[src/rtl/deconvolve_multi.sv]
// Multi-channel FADC deconvolver: y = FN*(x - FD*x[n-1]) per channel on one
// time-multiplexed 4-stage pipeline, with frame-atomic coefficient updates.
module deconvolve_multi #(
    parameter int unsigned NCH          = 3,
    parameter int unsigned ADC_WIDTH    = 12,
    parameter int unsigned FD_BITS      = 6,
    parameter int unsigned FN_BITS      = 6,
    parameter int unsigned FN_FRAC_BITS = 4
) (
    input  logic                     CLK,
    input  logic                     RSTN,
    input  logic                     IN_VALID,
    input  logic [NCH*ADC_WIDTH-1:0] ADC_IN,
    input  logic                     BYPASS,
    input  logic                     COEF_LOAD,
    input  logic [NCH*FD_BITS-1:0]   FD_IN,
    input  logic [NCH*FN_BITS-1:0]   FN_IN,
    input  logic                     OVR_CLR,
    output logic                     READY,
    output logic [NCH*ADC_WIDTH-1:0] ADC_OUT,
    output logic                     OUT_VALID,
    output logic                     OVERRUN
);
    localparam int unsigned KW = (NCH > 1) ? $clog2(NCH) : 1;
    localparam int unsigned AW = ADC_WIDTH + FD_BITS;
    localparam int unsigned BW = AW + 1;
    localparam int unsigned DW = AW + FN_BITS;
    localparam int unsigned EW = DW + 1;
    localparam int unsigned SH = FD_BITS + FN_FRAC_BITS;
    localparam int unsigned YW = EW - SH;

    localparam logic [KW-1:0]      LAST     = KW'(NCH - 1);
    localparam logic [EW-1:0]      RND      = EW'(1) << (SH - 1);
    localparam logic [YW-1:0]      YMAX     = YW'({ADC_WIDTH{1'b1}});
    localparam logic [FN_BITS-1:0] FN_UNITY = FN_BITS'(1) << FN_FRAC_BITS;

    typedef enum logic [0:0] {ST_IDLE, ST_ISSUE} state_t;

    state_t                 state_q, state_d;
    logic [KW-1:0]          k_q, k_d;
    logic                   ready_q, ready_d;
    logic [ADC_WIDTH-1:0]   frame_q [NCH];
    logic [ADC_WIDTH-1:0]   frame_d [NCH];
    logic                   fbyp_q, fbyp_d;
    logic [ADC_WIDTH-1:0]   prev_q [NCH];
    logic [ADC_WIDTH-1:0]   prev_d [NCH];
    logic [FD_BITS-1:0]     fd_act_q [NCH];
    logic [FD_BITS-1:0]     fd_act_d [NCH];
    logic [FN_BITS-1:0]     fn_act_q [NCH];
    logic [FN_BITS-1:0]     fn_act_d [NCH];
    logic [FD_BITS-1:0]     fd_shd_q [NCH];
    logic [FD_BITS-1:0]     fd_shd_d [NCH];
    logic [FN_BITS-1:0]     fn_shd_q [NCH];
    logic [FN_BITS-1:0]     fn_shd_d [NCH];
    logic                   pending_q, pending_d;
    logic                   ovr_q, ovr_d;

    logic                   s1_vld_q, s1_vld_d, s1_byp_q, s1_byp_d;
    logic [KW-1:0]          s1_ch_q, s1_ch_d;
    logic [ADC_WIDTH-1:0]   s1_x_q, s1_x_d;
    logic [AW-1:0]          s1_a_q, s1_a_d, s1_xs_q, s1_xs_d;
    logic [FN_BITS-1:0]     s1_fn_q, s1_fn_d;

    logic                   s2_vld_q, s2_vld_d, s2_byp_q, s2_byp_d;
    logic [KW-1:0]          s2_ch_q, s2_ch_d;
    logic [ADC_WIDTH-1:0]   s2_x_q, s2_x_d;
    logic [AW-1:0]          s2_c_q, s2_c_d;
    logic [FN_BITS-1:0]     s2_fn_q, s2_fn_d;

    logic                   s3_vld_q, s3_vld_d, s3_byp_q, s3_byp_d;
    logic [KW-1:0]          s3_ch_q, s3_ch_d;
    logic [ADC_WIDTH-1:0]   s3_x_q, s3_x_d;
    logic [DW-1:0]          s3_d_q, s3_d_d;

    logic [NCH*ADC_WIDTH-1:0] stage_q, stage_d;
    logic [NCH*ADC_WIDTH-1:0] adc_out_q, adc_out_d;
    logic                     out_vld_q, out_vld_d;

    logic                   issue, accept;
    logic [ADC_WIDTH-1:0]   x_cur;
    logic [BW-1:0]          b_diff;
    logic [EW-1:0]          e_sum;
    logic [YW-1:0]          y_full;
    logic [ADC_WIDTH-1:0]   y_out;

    always_comb begin
        state_d   = state_q;
        k_d       = k_q;
        frame_d   = frame_q;
        fbyp_d    = fbyp_q;
        prev_d    = prev_q;
        fd_act_d  = fd_act_q;
        fn_act_d  = fn_act_q;
        fd_shd_d  = fd_shd_q;
        fn_shd_d  = fn_shd_q;
        pending_d = pending_q;
        ovr_d     = ovr_q;
        stage_d   = stage_q;
        adc_out_d = adc_out_q;
        out_vld_d = 1'b0;

        issue  = (state_q == ST_ISSUE);
        accept = IN_VALID && ((state_q == ST_IDLE) || (k_q == LAST));

        // Sequencer: a new frame may start on the edge the last channel issues
        if (issue) begin
            if (k_q == LAST) begin
                k_d     = '0;
                state_d = accept ? ST_ISSUE : ST_IDLE;
            end else begin
                k_d = k_q + KW'(1);
            end
        end else if (accept) begin
            state_d = ST_ISSUE;
            k_d     = '0;
        end
        ready_d = (state_d == ST_IDLE) || (k_d == LAST);

        if (accept) begin
            for (int c = 0; c < NCH; c++) begin
                frame_d[c] = ADC_IN[c*ADC_WIDTH +: ADC_WIDTH];
            end
            fbyp_d = BYPASS;
        end

        if (IN_VALID && !accept) begin
            ovr_d = 1'b1;
        end else if (OVR_CLR) begin
            ovr_d = 1'b0;
        end

        // Shadow promotes on frame accept; a same-edge load waits for the next frame
        if (accept && pending_q) begin
            fd_act_d  = fd_shd_q;
            fn_act_d  = fn_shd_q;
            pending_d = 1'b0;
        end
        if (COEF_LOAD) begin
            for (int c = 0; c < NCH; c++) begin
                fd_shd_d[c] = FD_IN[c*FD_BITS +: FD_BITS];
                fn_shd_d[c] = FN_IN[c*FN_BITS +: FN_BITS];
            end
            pending_d = 1'b1;
        end

        // S1: history product and aligned new sample
        x_cur    = frame_q[k_q];
        s1_vld_d = issue;
        s1_ch_d  = k_q;
        s1_byp_d = fbyp_q;
        s1_x_d   = x_cur;
        s1_a_d   = AW'(prev_q[k_q]) * AW'(fd_act_q[k_q]);
        s1_xs_d  = {x_cur, FD_BITS'(0)};
        s1_fn_d  = fn_act_q[k_q];
        if (issue) begin
            prev_d[k_q] = x_cur;
        end

        // S2: difference clamped at zero
        b_diff   = {1'b0, s1_xs_q} - {1'b0, s1_a_q};
        s2_vld_d = s1_vld_q;
        s2_ch_d  = s1_ch_q;
        s2_byp_d = s1_byp_q;
        s2_x_d   = s1_x_q;
        s2_c_d   = b_diff[BW-1] ? '0 : b_diff[AW-1:0];
        s2_fn_d  = s1_fn_q;

        // S3: normalise
        s3_vld_d = s2_vld_q;
        s3_ch_d  = s2_ch_q;
        s3_byp_d = s2_byp_q;
        s3_x_d   = s2_x_q;
        s3_d_d   = DW'(s2_c_q) * DW'(s2_fn_q);

        // S4: round, saturate, assemble the frame
        e_sum  = EW'(s3_d_q) + RND;
        y_full = YW'(e_sum >> SH);
        if (s3_byp_q) begin
            y_out = s3_x_q;
        end else if (y_full > YMAX) begin
            y_out = '1;
        end else begin
            y_out = y_full[ADC_WIDTH-1:0];
        end
        if (s3_vld_q) begin
            for (int c = 0; c < NCH; c++) begin
                if (s3_ch_q == KW'(c)) begin
                    stage_d[c*ADC_WIDTH +: ADC_WIDTH] = y_out;
                end
            end
            if (s3_ch_q == LAST) begin
                adc_out_d = stage_q;
                adc_out_d[(NCH-1)*ADC_WIDTH +: ADC_WIDTH] = y_out;
                out_vld_d = 1'b1;
            end
        end
    end

    always_ff @(posedge CLK) begin
        if (!RSTN) begin
            state_q   <= ST_IDLE;
            k_q       <= '0;
            ready_q   <= 1'b1;
            frame_q   <= '{default: '0};
            fbyp_q    <= 1'b0;
            prev_q    <= '{default: '0};
            fd_act_q  <= '{default: '0};
            fn_act_q  <= '{default: FN_UNITY};
            fd_shd_q  <= '{default: '0};
            fn_shd_q  <= '{default: FN_UNITY};
            pending_q <= 1'b0;
            ovr_q     <= 1'b0;
            s1_vld_q  <= 1'b0;
            s1_ch_q   <= '0;
            s1_byp_q  <= 1'b0;
            s1_x_q    <= '0;
            s1_a_q    <= '0;
            s1_xs_q   <= '0;
            s1_fn_q   <= '0;
            s2_vld_q  <= 1'b0;
            s2_ch_q   <= '0;
            s2_byp_q  <= 1'b0;
            s2_x_q    <= '0;
            s2_c_q    <= '0;
            s2_fn_q   <= '0;
            s3_vld_q  <= 1'b0;
            s3_ch_q   <= '0;
            s3_byp_q  <= 1'b0;
            s3_x_q    <= '0;
            s3_d_q    <= '0;
            stage_q   <= '0;
            adc_out_q <= '0;
            out_vld_q <= 1'b0;
        end else begin
            state_q   <= state_d;
            k_q       <= k_d;
            ready_q   <= ready_d;
            frame_q   <= frame_d;
            fbyp_q    <= fbyp_d;
            prev_q    <= prev_d;
            fd_act_q  <= fd_act_d;
            fn_act_q  <= fn_act_d;
            fd_shd_q  <= fd_shd_d;
            fn_shd_q  <= fn_shd_d;
            pending_q <= pending_d;
            ovr_q     <= ovr_d;
            s1_vld_q  <= s1_vld_d;
            s1_ch_q   <= s1_ch_d;
            s1_byp_q  <= s1_byp_d;
            s1_x_q    <= s1_x_d;
            s1_a_q    <= s1_a_d;
            s1_xs_q   <= s1_xs_d;
            s1_fn_q   <= s1_fn_d;
            s2_vld_q  <= s2_vld_d;
            s2_ch_q   <= s2_ch_d;
            s2_byp_q  <= s2_byp_d;
            s2_x_q    <= s2_x_d;
            s2_c_q    <= s2_c_d;
            s2_fn_q   <= s2_fn_d;
            s3_vld_q  <= s3_vld_d;
            s3_ch_q   <= s3_ch_d;
            s3_byp_q  <= s3_byp_d;
            s3_x_q    <= s3_x_d;
            s3_d_q    <= s3_d_d;
            stage_q   <= stage_d;
            adc_out_q <= adc_out_d;
            out_vld_q <= out_vld_d;
        end
    end

    assign READY     = ready_q;
    assign ADC_OUT   = adc_out_q;
    assign OUT_VALID = out_vld_q;
    assign OVERRUN   = ovr_q;
endmodule

[config.mk]
export PLATFORM = sky130hd
export DESIGN_NAME = deconvolve_multi
export DESIGN_NICKNAME = d
export VERILOG_FILES = /design/src/rtl/deconvolve_multi.sv
export SDC_FILE = /design/constraint.sdc
export NUM_CORES = 1
export LEC_CHECK = 0
export ABC_AREA = 1
export CAP_MARGIN = 25
export CORE_MARGIN = 2
export CORE_UTILIZATION = 54
export CTS_BUF_LIST = sky130_fd_sc_hd__clkbuf_16
export DETAILED_ROUTE_END_ITERATION = 7
export PLACE_DENSITY_LB_ADDON = 0.3
export SLEW_MARGIN = 20
export SYNTH_ARGS = -nofsm -noshare
export SYNTH_HDL_FRONTEND = slang
export SYNTH_SLANG_ARGS = --single-unit
[constraint.sdc]
create_clock -name CLK -period 4.1 [get_ports CLK]
set_input_delay 0.41 -clock CLK [delete_from_list [all_inputs] [get_ports CLK]]
set_output_delay 0.41 -clock CLK [all_outputs]
set_load 0.03 [all_outputs]
==> reports/summary.md, run 1 <==
- outcome: finished, violations left
- violations in the final reports: setup timing
- average detailed-routed wire length per instance: 14.8 um
- number of synthesized register bits: 323
- Yosys top cell area share: 0.361
- post-route setup slack: -0.0271 ns
- last weighted congestion value of the routability-driven placer: 0.891
- maximum number of pins on one net before global-route repair: 106
- x dimension of the die: 186 um
- detailed-route wire length: 45,600 um
- deepest level of the CTS H-tree: 2
- Residual DRC: 0
- arrival time at the worst endpoint: 4.54 ns
- NumNets Final: 2,871
- count leader, synth: sky130_fd_sc_hd__nand2_1
- initial antenna violation count: 0
- most area-hungry cell type in the Yosys netlist: sky130_fd_sc_hd__dfxtp_1
- vias in the first global route: 15,578
- unrepaired setup endpoints after global routing: true
- total of max-cap violations: 0
- top cells by area, synth: sky130_fd_sc_hd__dfxtp_1 36%, sky130_fd_sc_hd__fa_1 12%, sky130_fd_sc_hd__nand2_1 11%
- Global Route Usage Sum: 0.260
- data required time at the worst endpoint: 4.51 ns
- peak supply drop: 386 uV
- fraction of power spent switching nets: 0.258
- sum of net half-perimeters after detailed placement: 32,800 um
- internal power summed over all cells: 5.48 mW
- core area: 32,600 um^2
- total via count in the routed design: 16,061
- Antenna Diode Count: 0
- final critical delay including setup and external delays: 4.13 ns
- stage delay of the slowest cell on the critical path: 0.54 ns
- transition time of the tightest slew-check pin: 0.946 ns
- number of sinks on the clock net: 323
- combinational share of power: 0.115
- Critical Path End Type: flop
- power after layout: 7.39 mW
- antenna viol nets, final: 0
- static leakage power: 11.2 nW
- fmax: 242 MHz
- post-synthesis cell area: 17,900 um^2
- final number of setup-violating endpoints: 3
- maximum fanout encountered on the critical timing path: 9
- wire length of the first global-routing pass: 73,100 um
- clock network fraction of design power: 0.425
- cell at the root of the clock tree: sky130_fd_sc_hd__clkbuf_16
- Crit Path Category: flop to flop
- total congestion overflow after global routing: 0
- ratio of cells with drive above 1 in the final layout: 0.118
- number of buffers inserted for hold repair after clock tree synthesis: 0
- power per cell area: 338 nW/um^2
- worst hold path type: input port to flop
- post-synthesis to final-layout area growth: 21.9%
- hold violation count in the final report: 0
- maximum number of buffers from clock root to sink: 3
- ys async rst share: 0
- number of DRC markers after the initial detailed-route iteration: 964
- number of cells in the finished layout apart from fillers: 3,084
- sequential fraction of the synthesis area: 0.361
- Post-Place Setup Slack: -0.190 ns
- Yosys warning count: 0
- number of top-level pins: 117
- count of distinct cell types in the synthesized netlist: 39
- power dissipated by switching net loads: 1.90 mW
- number of instances in the synthesized netlist: 2,461
- Die Outline Area: 34,700 um^2
- instance count on the critical path: 23
- cell count of the worst reg-to-reg path: 23
- family with the most delay on the worst path: adder cells
- clock tree from TritonCTS: yes
- CTS Buf Count: 35
- headroom to the max-slew limit: 0.369
- fraction of the cycle the final worst path needs: 1.01
- primary flip-flop cell chosen by synthesis mapping: sky130_fd_sc_hd__dfxtp_1
- initial standard-cell utilization of the core: 0.549
- Cell Chain, Critical Path: nor2_4 > buf_6 > buf_4 > buf_4 > buf_4 > a22oi_2 > nand2_2 > buf_4 > nand2_2 > inv_2 > ha_4 > fa_1 > inv_1 > fa_1 > inv_1 > ha_4 > a21oi_2 > buf_4 > o21ai_1 > a21oi_1 > nand2_2 > o21ai_2 > a21oi_2
- Layout Skew: 0.0124 ns
- insertion delay of the later-clocked pin in the worst-skew pair: 0.52 ns
- Cell Rows: 66
- Worst path most repeated cell: sky130_fd_sc_hd__buf_4
- category of the worst setup path launch point: flop
- buffering stage count on the worst path with inverters included: 9
- slowest stage cell on the critical path: sky130_fd_sc_hd__fa_1
- number of max-slew violations in the final report: 0
- Post-Place Cells: 2,991
- routed vias/inst: 5.21
- average cell area after synthesis: 7.28 um^2
- commonest cells in the netlist: 508 x sky130_fd_sc_hd__nand2_1, 464 x sky130_fd_sc_hd__inv_1, 323 x sky130_fd_sc_hd__dfxtp_1, 235 x sky130_fd_sc_hd__nor2_1, 230 x sky130_fd_sc_hd__a21oi_1
- clock slew at reported path FFs: 0.07 ns
- Synth Net Count: 2,713
- number of iterations in the first detailed-routing pass: 8
- Die Height: 186 um
- count of buffers from port buffering: 116
- number of cells on the worst hold path: 3
- power share of the sequential group: 0.459
- number of flops mapped to enable cells by yosys: 0
[repair_timing]
item / 4_1_cts / 5_1_grt
pin swaps: 1 / 65
endpoints found under the setup margin: 10 / 26
hold endpoints to repair: 0 / 0
resized for setup: 36 / 112
buffers inserted: 4 / 22
gates cloned: 3 / 4
[layout by cell type (no fill, tap or decap), types with 8 or more instances in the layout]
master                            instances
sky130_fd_sc_hd__xor2_1                   8
sky130_fd_sc_hd__a21oi_1                221
sky130_fd_sc_hd__o21ai_0                192
sky130_fd_sc_hd__buf_6                   10
sky130_fd_sc_hd__a22oi_1                  9
sky130_fd_sc_hd__nand2_2                 20
sky130_fd_sc_hd__nand4_1                 10
sky130_fd_sc_hd__a221oi_1                10
sky130_fd_sc_hd__or2_2                   27
sky130_fd_sc_hd__nand3_1                 62
sky130_fd_sc_hd__clkinv_2                 8
sky130_fd_sc_hd__nand3_2                  9
sky130_fd_sc_hd__nand2_1                486
sky130_fd_sc_hd__clkbuf_16               38
sky130_fd_sc_hd__fa_1                   102
sky130_fd_sc_hd__nor2_1                 228
sky130_fd_sc_hd__inv_1                  445
sky130_fd_sc_hd__buf_4                   85
sky130_fd_sc_hd__o21ai_1                 15
sky130_fd_sc_hd__ha_4                    10
sky130_fd_sc_hd__ha_1                    58
sky130_fd_sc_hd__inv_2                   23
sky130_fd_sc_hd__a22oi_2                  8
sky130_fd_sc_hd__dfxtp_1                318
sky130_fd_sc_hd__nor3_1                  18
sky130_fd_sc_hd__clkdlybuf4s50_1        115
[sequential cells by signal, indices dropped and copies added (netlist names), 6 cells and up]
signal and count:
fd_act_q 18, s2_x_q 12, s1_xs_q 12, stage_q 24
s1_a_q 18, s3_x_q 12, ADC_OUT 36, frame_q 36
s3_d_q 15, s2_c_q 18, fd_shd_q 18, s2_fn_q 6
s1_fn_q 6, fn_act_q 18, prev_q 36, fn_shd_q 18
[logic make-up (layout without fill, tap and decap cells)]
family,count (synthesis),count (layout),share of synthesized area
flip-flops,323,323,0.361
AO/OA/AOI/OAI,489,490,0.144
buffers and inverters,572,752,0.122
XOR/XNOR,15,15,0.00733
adder cells (fa/ha/maj),174,174,0.165
AND/OR/NAND/NOR,888,888,0.200
[layout make-up]
cell class | count | area (um^2)
tap | 442 | 553
multi-input combinational | 1567 | 9750
clock inverter | 24 | 239
fill | 2730 | 10800
clock buffer | 36 | 901
sequential | 323 | 6480
timing repair buffer | 222 | 2140
inverter | 470 | 1770
[power by group through the flow]
stage | registers, mW | logic, mW | clock network [mW]
after floorplan | 3.42 | 0.527 | 0
after global placement | 3.45 | 0.770 | 0
after detailed placement | 3.46 | 0.782 | 0
after CTS | 3.39 | 0.802 | 3.19
after global routing | 3.41 | 0.944 | 3.32
final | 3.39 | 0.851 | 3.14
[per-layer routing]
metal,vias up,global-route usage,wire length [um]
li1,7954,-,-
met1,7516,0.313,18600
met2,483,0.465,23000
met3,108,0.0327,2130
met4,0,0.112,1820
met5,-,0,0
[worst register-to-register path: stages, from the launching register on]
cell	delay, ns
sky130_fd_sc_hd__dfxtp_4	0.40
sky130_fd_sc_hd__nor2_4	0.05
sky130_fd_sc_hd__buf_6	0.14
sky130_fd_sc_hd__buf_4	0.14
sky130_fd_sc_hd__buf_4	0.13
sky130_fd_sc_hd__buf_4	0.14
sky130_fd_sc_hd__a22oi_2	0.19
sky130_fd_sc_hd__nand2_2	0.11
sky130_fd_sc_hd__buf_4	0.17
sky130_fd_sc_hd__nand2_2	0.07
sky130_fd_sc_hd__inv_2	0.04
sky130_fd_sc_hd__ha_4	0.21
sky130_fd_sc_hd__fa_1	0.54
sky130_fd_sc_hd__inv_1	0.06
sky130_fd_sc_hd__fa_1	0.53
sky130_fd_sc_hd__inv_1	0.06
sky130_fd_sc_hd__ha_4	0.23
sky130_fd_sc_hd__a21oi_2	0.17
sky130_fd_sc_hd__buf_4	0.12
sky130_fd_sc_hd__o21ai_1	0.05
sky130_fd_sc_hd__a21oi_1	0.18
sky130_fd_sc_hd__nand2_2	0.10
sky130_fd_sc_hd__o21ai_2	0.15
sky130_fd_sc_hd__a21oi_2	0.04
[stage by stage]
step           setup TNS (ns)   util  hold WS [ns]  instance area (um^2)
2_1_floorplan               0      -         0.390                 17900
3_3_place_gp           -0.368  0.608         0.403                 19800
3_5_place_dp            -1.22  0.609         0.401                 19900
4_1_cts                     0  0.649         0.283                 21200
5_1_grt                -0.981  0.670         0.328                 21800
6_report              -0.0583  0.670         0.305                 21800
[final timing paths]
kind	startpoint	end	slack [ns]
worst max-delay path	k_q[0]	s1_a_q[17]	-0.03
worst min-delay path	RSTN	s2_vld_q	0.30
worst max register to register	k_q[0]	s1_a_q[17]	-0.03
worst min register to register	s2_x_q[7]	s3_x_q[7]	0.41
Note: power is estimated with default switching activity, not from simulation.
==> inputs of run 2 (changes only) <==
CORE_MARGIN = default   (was 2)
CTS_CLUSTER_DIAMETER = 40   (was default)
==> run 2 against run 1 <==
Compared with the run above:
- clock skew increased by 0.00067 ns
- first-iteration DRC count rose by 14%
- non-clock buffer count down 12
- via count is 1.3% lower
- setup slack better by 0.10 ns
- routed wire length is 1.5% lower
- the flow now finishes without violations
- largest cell class unchanged
- register-to-register slack better by 0.10 ns
- combinational power decreased by 2.6%
- sequential share of layout area shrank 0.19 points
- die area decreased by 2.1%
- clock-buffer cell count rose by 5
- clock power up 12%
- critical endpoint is now s1_a_q[14]
==> reports/summary.md, run 2 (synthesized netlist as in run 1, its figures left out) <==
- internal power summed over all cells: 5.64 mW, +2.8%
- Critical Path End Type: flop
- count of buffers from port buffering: 116, unchanged
- Post-Place Cells: 2,992, +0.033%
- x dimension of the die: 184 um, -1.1%
- insertion delay of the later-clocked pin in the worst-skew pair: 0.54 ns, +0.02 ns
- number of buffers inserted for hold repair after clock tree synthesis: 0, unchanged
- cell at the root of the clock tree: sky130_fd_sc_hd__clkbuf_16
- unrepaired setup endpoints after global routing: true
- final total negative setup slack: 0 ns, +0.0583 ns
- initial antenna violation count: 0, unchanged
- final non-filler cell area: 22,000 um^2, +0.65%
- outcome: finished clean
- met2 layer usage reported by global route: 0.460, -0.00543
- Die Height: 184 um, -1.1%
- Crit Path Category: flop to flop
- cell count of the worst reg-to-reg path: 22, -4.3%
- fmax: 249 MHz, +2.6%
- NumNets Final: 2,865, -0.21%
- hold violation count in the final report: 0, unchanged
- # fillers: 2,751, +0.77%
- Cell Rows: 66, unchanged
- total congestion overflow after global routing: 0, unchanged
- top library cells by usage in the layout, fill and taps aside: 485 x sky130_fd_sc_hd__nand2_1, 446 x sky130_fd_sc_hd__inv_1, 318 x sky130_fd_sc_hd__dfxtp_1
- number of iterations in the first detailed-routing pass: 5, -3
- Global Route Usage Sum: 0.262, +0.00288
- clock tree from TritonCTS: yes
- maximum number of buffers from clock root to sink: 3, unchanged
- routed vias/inst: 5.13, -1.4%
- static leakage power: 11.2 nW, +0.19%
- headroom to the max-slew limit: 0.363, -0.00552
- average detailed-routed wire length per instance: 14.6 um, -1.6%
- category of the worst setup path launch point: flop
- last weighted congestion value of the routability-driven placer: 0.882, -0.93%
- post-synthesis to final-layout area growth: 22.7%
- final critical delay including setup and external delays: 4.02 ns, -0.103 ns
- number of top-level pins: 117, unchanged
- power dissipated by switching net loads: 2.09 mW, +9.8%
- Die Outline Area: 33,900 um^2, -2.1%
- peak-usage layer in the global routing report: met2
- maximum number of pins on one net before global-route repair: 223, +110%
- vias in the first global route: 15,428, -0.96%
- antenna viol nets, final: 0, unchanged
- area used by multi-input combinational logic: 9780 um^2, +0.24%
- number of cells in the finished layout apart from fillers: 3,087, +0.097%
- CTS Buf Count: 41, +17%
- fraction of the cycle the final worst path needs: 0.981, -0.0252
- most frequent standard cell in the layout excluding fill and tap cells: sky130_fd_sc_hd__nand2_1
- deepest level of the CTS H-tree: 2, unchanged
- fraction of power spent switching nets: 0.270, +0.0127
- area occupied by registers: 6480 um^2, unchanged
- final number of setup-violating endpoints: 0, -3
- number of sinks on the clock net: 323, unchanged
- GR met3 Demand/Resource: 0.0332, +0.000485
- number of max-slew violations in the final report: 0, unchanged
- data required time at the worst endpoint: 4.57 ns, +0.06 ns
- post-route setup slack: 0.0761 ns, +0.103 ns
- worst hold slack across all endpoints: 0.200 ns, -0.105 ns
- Antenna Diode Count: 0, unchanged
- transition time of the tightest slew-check pin: 0.955 ns, +0.00929 ns
- global routing usage on met1: 0.321, +0.00806
- total via count in the routed design: 15,849, -1.3%
- power per cell area: 352 nW/um^2, +3.9%
- number of DRC markers after the initial detailed-route iteration: 1,101, +14%
- core area: 32,600 um^2, unchanged
- instance area at placement: 19,900 um^2, about the same
- worst hold path type: input port to flop
- wire length of the first global-routing pass: 72,400 um, -0.89%
- peak supply drop: 307 uV, -20%
- total of max-cap violations: 0, unchanged
- Layout Skew: 0.0131 ns, +0.000669 ns
- arrival time at the worst endpoint: 4.50 ns, -0.04 ns
- initial standard-cell utilization of the core: 0.549, unchanged
- sum of net half-perimeters after detailed placement: 32,300 um, -1.3%
- combinational share of power: 0.107, -0.008
- clock slew at reported path FFs: 0.06 ns, about the same
- number of cells on the worst hold path: 3, unchanged
- ratio of cells with drive above 1 in the final layout: 0.119, +0.00176
- detailed-route wire length: 45,000 um, -1.5%
- Residual DRC: 0, unchanged
- clock network fraction of design power: 0.454, +0.029
- power share of the sequential group: 0.439, -0.020
- maximum fanout encountered on the critical timing path: 10, +1
- Post-Place Setup Slack: -0.259 ns, -0.0693 ns
run 2: cell types whose count changed in the layout (fill, tap and decap cells not counted), sizes merged:
cell,previous run,this run
buf,105,94
bufinv,4,2
clkbuf,38,42
clkinv,14,16
inv,473,483
nor2,239,240
o21ai,215,214
run 2: critical path: stages (launching register included):
cell	delay, ns
sky130_fd_sc_hd__dfxtp_4	0.42
sky130_fd_sc_hd__nor2_4	0.05
sky130_fd_sc_hd__buf_12	0.14
sky130_fd_sc_hd__a22oi_2	0.25
sky130_fd_sc_hd__o21ai_4	0.10
sky130_fd_sc_hd__buf_6	0.14
sky130_fd_sc_hd__buf_6	0.11
sky130_fd_sc_hd__nand2_1	0.06
sky130_fd_sc_hd__inv_2	0.04
sky130_fd_sc_hd__fa_1	0.48
sky130_fd_sc_hd__fa_1	0.54
sky130_fd_sc_hd__inv_2	0.05
sky130_fd_sc_hd__fa_1	0.48
sky130_fd_sc_hd__inv_2	0.04
sky130_fd_sc_hd__ha_4	0.30
sky130_fd_sc_hd__nand2_1	0.11
sky130_fd_sc_hd__nor2_4	0.15
sky130_fd_sc_hd__nand3_2	0.10
sky130_fd_sc_hd__nand3_2	0.09
sky130_fd_sc_hd__nand2_2	0.06
sky130_fd_sc_hd__nand2_1	0.05
sky130_fd_sc_hd__nand2_1	0.06
sky130_fd_sc_hd__a21oi_2	0.11
run 2: path summary, 6_finish.rpt:
kind,from,endpoint,slack [ns]
max reg2reg,k_q[0],s1_a_q[14],0.08
max,k_q[0],s1_a_q[14],0.08
min,RSTN,s1_a_q[4],0.20
min reg2reg,s2_x_q[1],s3_x_q[1],0.42
run 2: cell type report:
class | count | share of cell area
clock inverters | 34 | 0.0155
inverters | 470 | 0.0808
well taps | 442 | 0.0252
clock buffers | 41 | 0.0467
flip-flops and latches | 323 | 0.295
repair buffers | 210 | 0.0923
multi-input cells | 1567 | 0.445
run 2: per-stage QoR:
| stage | total power [mW] | utilization |
|---|---|---|
| floorplan | 3.94 | - |
| global placement | 4.22 | 0.608 |
| detailed placement | 4.24 | 0.609 |
| CTS | 7.74 | 0.654 |
| global route | 8.04 | 0.674 |
| finish | 7.73 | 0.674 |
run 2: metal layers:
metal | part of all wire | routed length [um] | vias to the layer above
met4 | 0.041 | 1830 | 0
met1 | 0.42 | 18800 | 7412
met5 | 0 | 0 | -
met3 | 0.045 | 2010 | 98
li1 | - | - | 7928
met2 | 0.50 | 22300 | 411
run 2: power by group through the flow:
| stage | sequential, mW | combinational, mW | clock (mW) |
|---|---|---|---|
| 2_1_floorplan | 3.42 | 0.527 | 0 |
| 3_3_place_gp | 3.45 | 0.771 | 0 |
| 3_5_place_dp | 3.46 | 0.783 | 0 |
| 4_1_cts | 3.39 | 0.795 | 3.55 |
| 5_1_grt | 3.41 | 0.929 | 3.70 |
| 6_report | 3.39 | 0.829 | 3.51 |
run 2: timing repair:
action | 4_1_cts | 5_1_grt
endpoints found under the setup margin | 10 | 26
pin swaps | 1 | 67
gates cloned | 1 | 2
resized for setup | 20 | 139
buffers inserted | 4 | 13
endpoints found under the hold margin | 0 | 0
==> inputs of run 3 (changes only) <==
CORE_UTILIZATION = 55   (was 54)
DONT_BUFFER_PORTS = 1   (was default)
==> run 3 against run 2 <==
Compared with the run above:
- largest power group is now sequential cells
- flip-flop and latch count unchanged
- via count fell by 1.3%
- clock-buffer cell count stayed put
- highest routed layer unchanged
- cell count decreased by 2.9%
- register-to-register slack worse by 0.06 ns
- routed wire length shrank 0.68%
- global-route usage up 0.067 points
- design area fell by 4.2%
- sequential power is essentially flat
==> reports/summary.md, run 3 (synthesized netlist as in run 1, its figures left out) <==
- fraction of the cycle the final worst path needs: 0.997, +0.0153
- initial standard-cell utilization of the core: 0.564, +0.0142
- category of the worst setup path launch point: flop
- combinational share of power: 0.101, -0.006
- ratio of cells with drive above 1 in the final layout: 0.129, +0.00933
- antenna viol nets, final: 0, unchanged
- Die Outline Area: 33,300 um^2, -1.8%
- routed vias/inst: 5.22, +1.7%
- total congestion overflow after global routing: 0, unchanged
- instance area at placement: 18,700 um^2, -6.0%
- reg2reg start: k_q[0]
- number of DRC markers after the initial detailed-route iteration: 974, -12%
- reg-to-reg critical path endpoint: s1_a_q[17]
- sum of net half-perimeters after detailed placement: 31,600 um, -2.2%
- power dissipated by switching net loads: 1.97 mW, -5.5%
- Critical Path End Type: flop
- arrival time at the worst endpoint: 4.56 ns, +0.06 ns
- core area: 31,800 um^2, -2.5%
- maximum number of pins on one net before global-route repair: 236, +5.8%
- final number of setup-violating endpoints: 0, unchanged
- number of iterations in the first detailed-routing pass: 7, +2
- total of max-cap violations: 0, unchanged
- transition time of the tightest slew-check pin: 0.948 ns, -0.00743 ns
- deepest level of the CTS H-tree: 2, unchanged
- power after layout: 7.41 mW, -4.1%
- static leakage power: 10.9 nW, -3.0%
- outcome: finished clean
- NumNets Final: 2,785, -2.8%
- clock network fraction of design power: 0.441, -0.013
- fraction of power spent switching nets: 0.266, -0.00409
- post-route core utilization: 0.662, -0.0120
- power per cell area: 352 nW/um^2, +0.16%
- terminating pin of the worst hold path: fn_shd_q[9]
- hold violation count in the final report: 0, unchanged
- final critical delay including setup and external delays: 4.09 ns, +0.0627 ns
- CP startpoint: k_q[0]
- wire length of the first global-routing pass: 71,900 um, -0.74%
- hold path startpoint: FN_IN[9]
- peak supply drop: 353 uV, +15%
- total via count in the routed design: 15,650, -1.3%
- average detailed-routed wire length per instance: 14.9 um, +2.3%
- Crit Path Category: flop to flop
- insertion delay of the later-clocked pin in the worst-skew pair: 0.54 ns, about the same
- number of max-slew violations in the final report: 0, unchanged
- number of cells in the finished layout apart from fillers: 2,997, -2.9%
- cell at the root of the clock tree: sky130_fd_sc_hd__clkbuf_16
- worst hold path type: input port to flop
- clock tree from TritonCTS: yes
- power share of the sequential group: 0.458, +0.019
- count of buffers from port buffering: 0, -100%
- last weighted congestion value of the routability-driven placer: 0.915, +3.7%
- top library cells by usage in the layout, fill and taps aside: 489 x sky130_fd_sc_hd__nand2_1, 440 x sky130_fd_sc_hd__inv_1, 318 x sky130_fd_sc_hd__dfxtp_1
- Antenna Diode Count: 0, unchanged
- final total negative setup slack: 0 ns, unchanged
- cell count of the worst reg-to-reg path: 21, -4.5%
- reg2reg setup slack: 0.01 ns, -0.06 ns
- final non-filler cell area: 21,000 um^2, -4.2%
- number of sinks on the clock net: 323, unchanged
- Cell Rows: 65, -1.5%
- Die Height: 183 um, -0.90%
- internal power summed over all cells: 5.44 mW, -3.6%
- Post-Place Cells: 2,873, -4.0%
- Residual DRC: 0, unchanged
- clock slew at reported path FFs: 0.06 ns, about the same
- data required time at the worst endpoint: 4.57 ns, about the same
- x dimension of the die: 183 um, -0.90%
- Global Route Usage Sum: 0.263, +0.000674
- vias in the first global route: 15,235, -1.3%
- maximum number of buffers from clock root to sink: 3, unchanged
- initial antenna violation count: 0, unchanged
- fmax: 245 MHz, -1.5%
- unrepaired setup endpoints after global routing: true
- most frequent standard cell in the layout excluding fill and tap cells: sky130_fd_sc_hd__nand2_1
- detailed-route wire length: 44,600 um, -0.68%
- maximum fanout encountered on the critical timing path: 7, -3
- Layout Skew: 0.0109 ns, -0.00222 ns
- # fillers: 2,694, -2.1%
- post-synthesis to final-layout area growth: 17.4%
- number of cells on the worst hold path: 2, -1
- CTS Buf Count: 40, -2.4%
- headroom to the max-slew limit: 0.368, +0.00495
- number of top-level pins: 117, unchanged
==> run 3: changes by cell type in the layout (fill, tap and decap cells not counted), sizes merged <==
cell           previous run  this run
buf                      94       105
clkdlybuf4s50           115         0
inv                     483       481
clkinv                   16        15
dlygate4sd3               0        26
clkinvlp                  3         4
nor2                    240       239
bufinv                    2         0
==> run 3: layout make-up <==
cell class | count | area, um^2 | share of cell area
Clock buffer | 41 | 1030 | 0.0487
Clock inverter | 30 | 236 | 0.0112
Sequential cell | 323 | 6480 | 0.308
Tap cell | 435 | 544 | 0.0259
Multi-Input combinational cell | 1566 | 9840 | 0.467
Timing Repair Buffer | 132 | 1150 | 0.0549
Inverter | 470 | 1770 | 0.0841
==> run 3: power groups by stage <==
stage	clock network (mW)	registers [mW]	logic (mW)
2_1_floorplan	0	3.42	0.527
3_3_place_gp	0	3.46	0.656
3_5_place_dp	0	3.46	0.669
4_1_cts	3.34	3.39	0.708
5_1_grt	3.48	3.41	0.836
6_report	3.27	3.40	0.746
==> run 3: routing by layer <==
metal  vias up  part of all wire  GRT usage
li1       7778                 -          -
met1      7345              0.42      0.319
met2       424              0.50      0.463
met3       103             0.042     0.0325
met4         0             0.043      0.126
met5         -                 0          0
==> run 3: worst max path at each step <==
| stage | to | slack (ns) | depth (start not counted) |
|---|---|---|---|
| 6_report | s1_a_q[17] | 0.01 | 21 |
| 5_1_grt | s1_a_q[17] | -0.17 | 21 |
| 4_1_cts | s1_a_q[14] | 0.005 | 21 |
| 3_5_place_dp | s1_a_q[14] | -0.18 | 21 |
| 3_3_place_gp | s1_a_q[13] | -0.05 | 22 |
| 2_1_floorplan | s1_a_q[13] | 0.009 | 21 |
==> run 3: worst max-delay path: stages, from the launching register on <==
cell                      delay (ns)
sky130_fd_sc_hd__dfxtp_4        0.36
sky130_fd_sc_hd__buf_6          0.12
sky130_fd_sc_hd__nor2_4         0.17
sky130_fd_sc_hd__inv_4          0.08
sky130_fd_sc_hd__buf_6          0.14
sky130_fd_sc_hd__o21ai_2        0.13
sky130_fd_sc_hd__buf_6          0.14
sky130_fd_sc_hd__buf_6          0.10
sky130_fd_sc_hd__nand2_1        0.04
sky130_fd_sc_hd__inv_1          0.06
sky130_fd_sc_hd__fa_1           0.43
sky130_fd_sc_hd__fa_1           0.54
sky130_fd_sc_hd__inv_2          0.05
sky130_fd_sc_hd__fa_1           0.55
sky130_fd_sc_hd__inv_2          0.05
sky130_fd_sc_hd__ha_4           0.30
sky130_fd_sc_hd__nand2_2        0.12
sky130_fd_sc_hd__nor2_1         0.20
sky130_fd_sc_hd__nand3_1        0.11
sky130_fd_sc_hd__nand2_1        0.11
sky130_fd_sc_hd__o21ai_1        0.09
sky130_fd_sc_hd__a21oi_1        0.11
==> run 3: timing repair <==
action | in CTS | in global routing
endpoints found under the setup margin | 15 | 25
cloned | 1 | 1
resized for setup | 39 | 127
hold buffers | 26 | 0
endpoints found under the hold margin | 27 | 0
pin swaps | 6 | 67
buffers inserted | 3 | 22
==> run 3: through the flow <==
stage                     hold slack, ns  setup WS, ns
after floorplan                    0.390       0.00869
after global placement             0.399       -0.0533
after detailed placement           0.398        -0.177
after CTS                       0.000987       0.00505
after global routing              0.0187        -0.171
final                             0.0171        0.0134
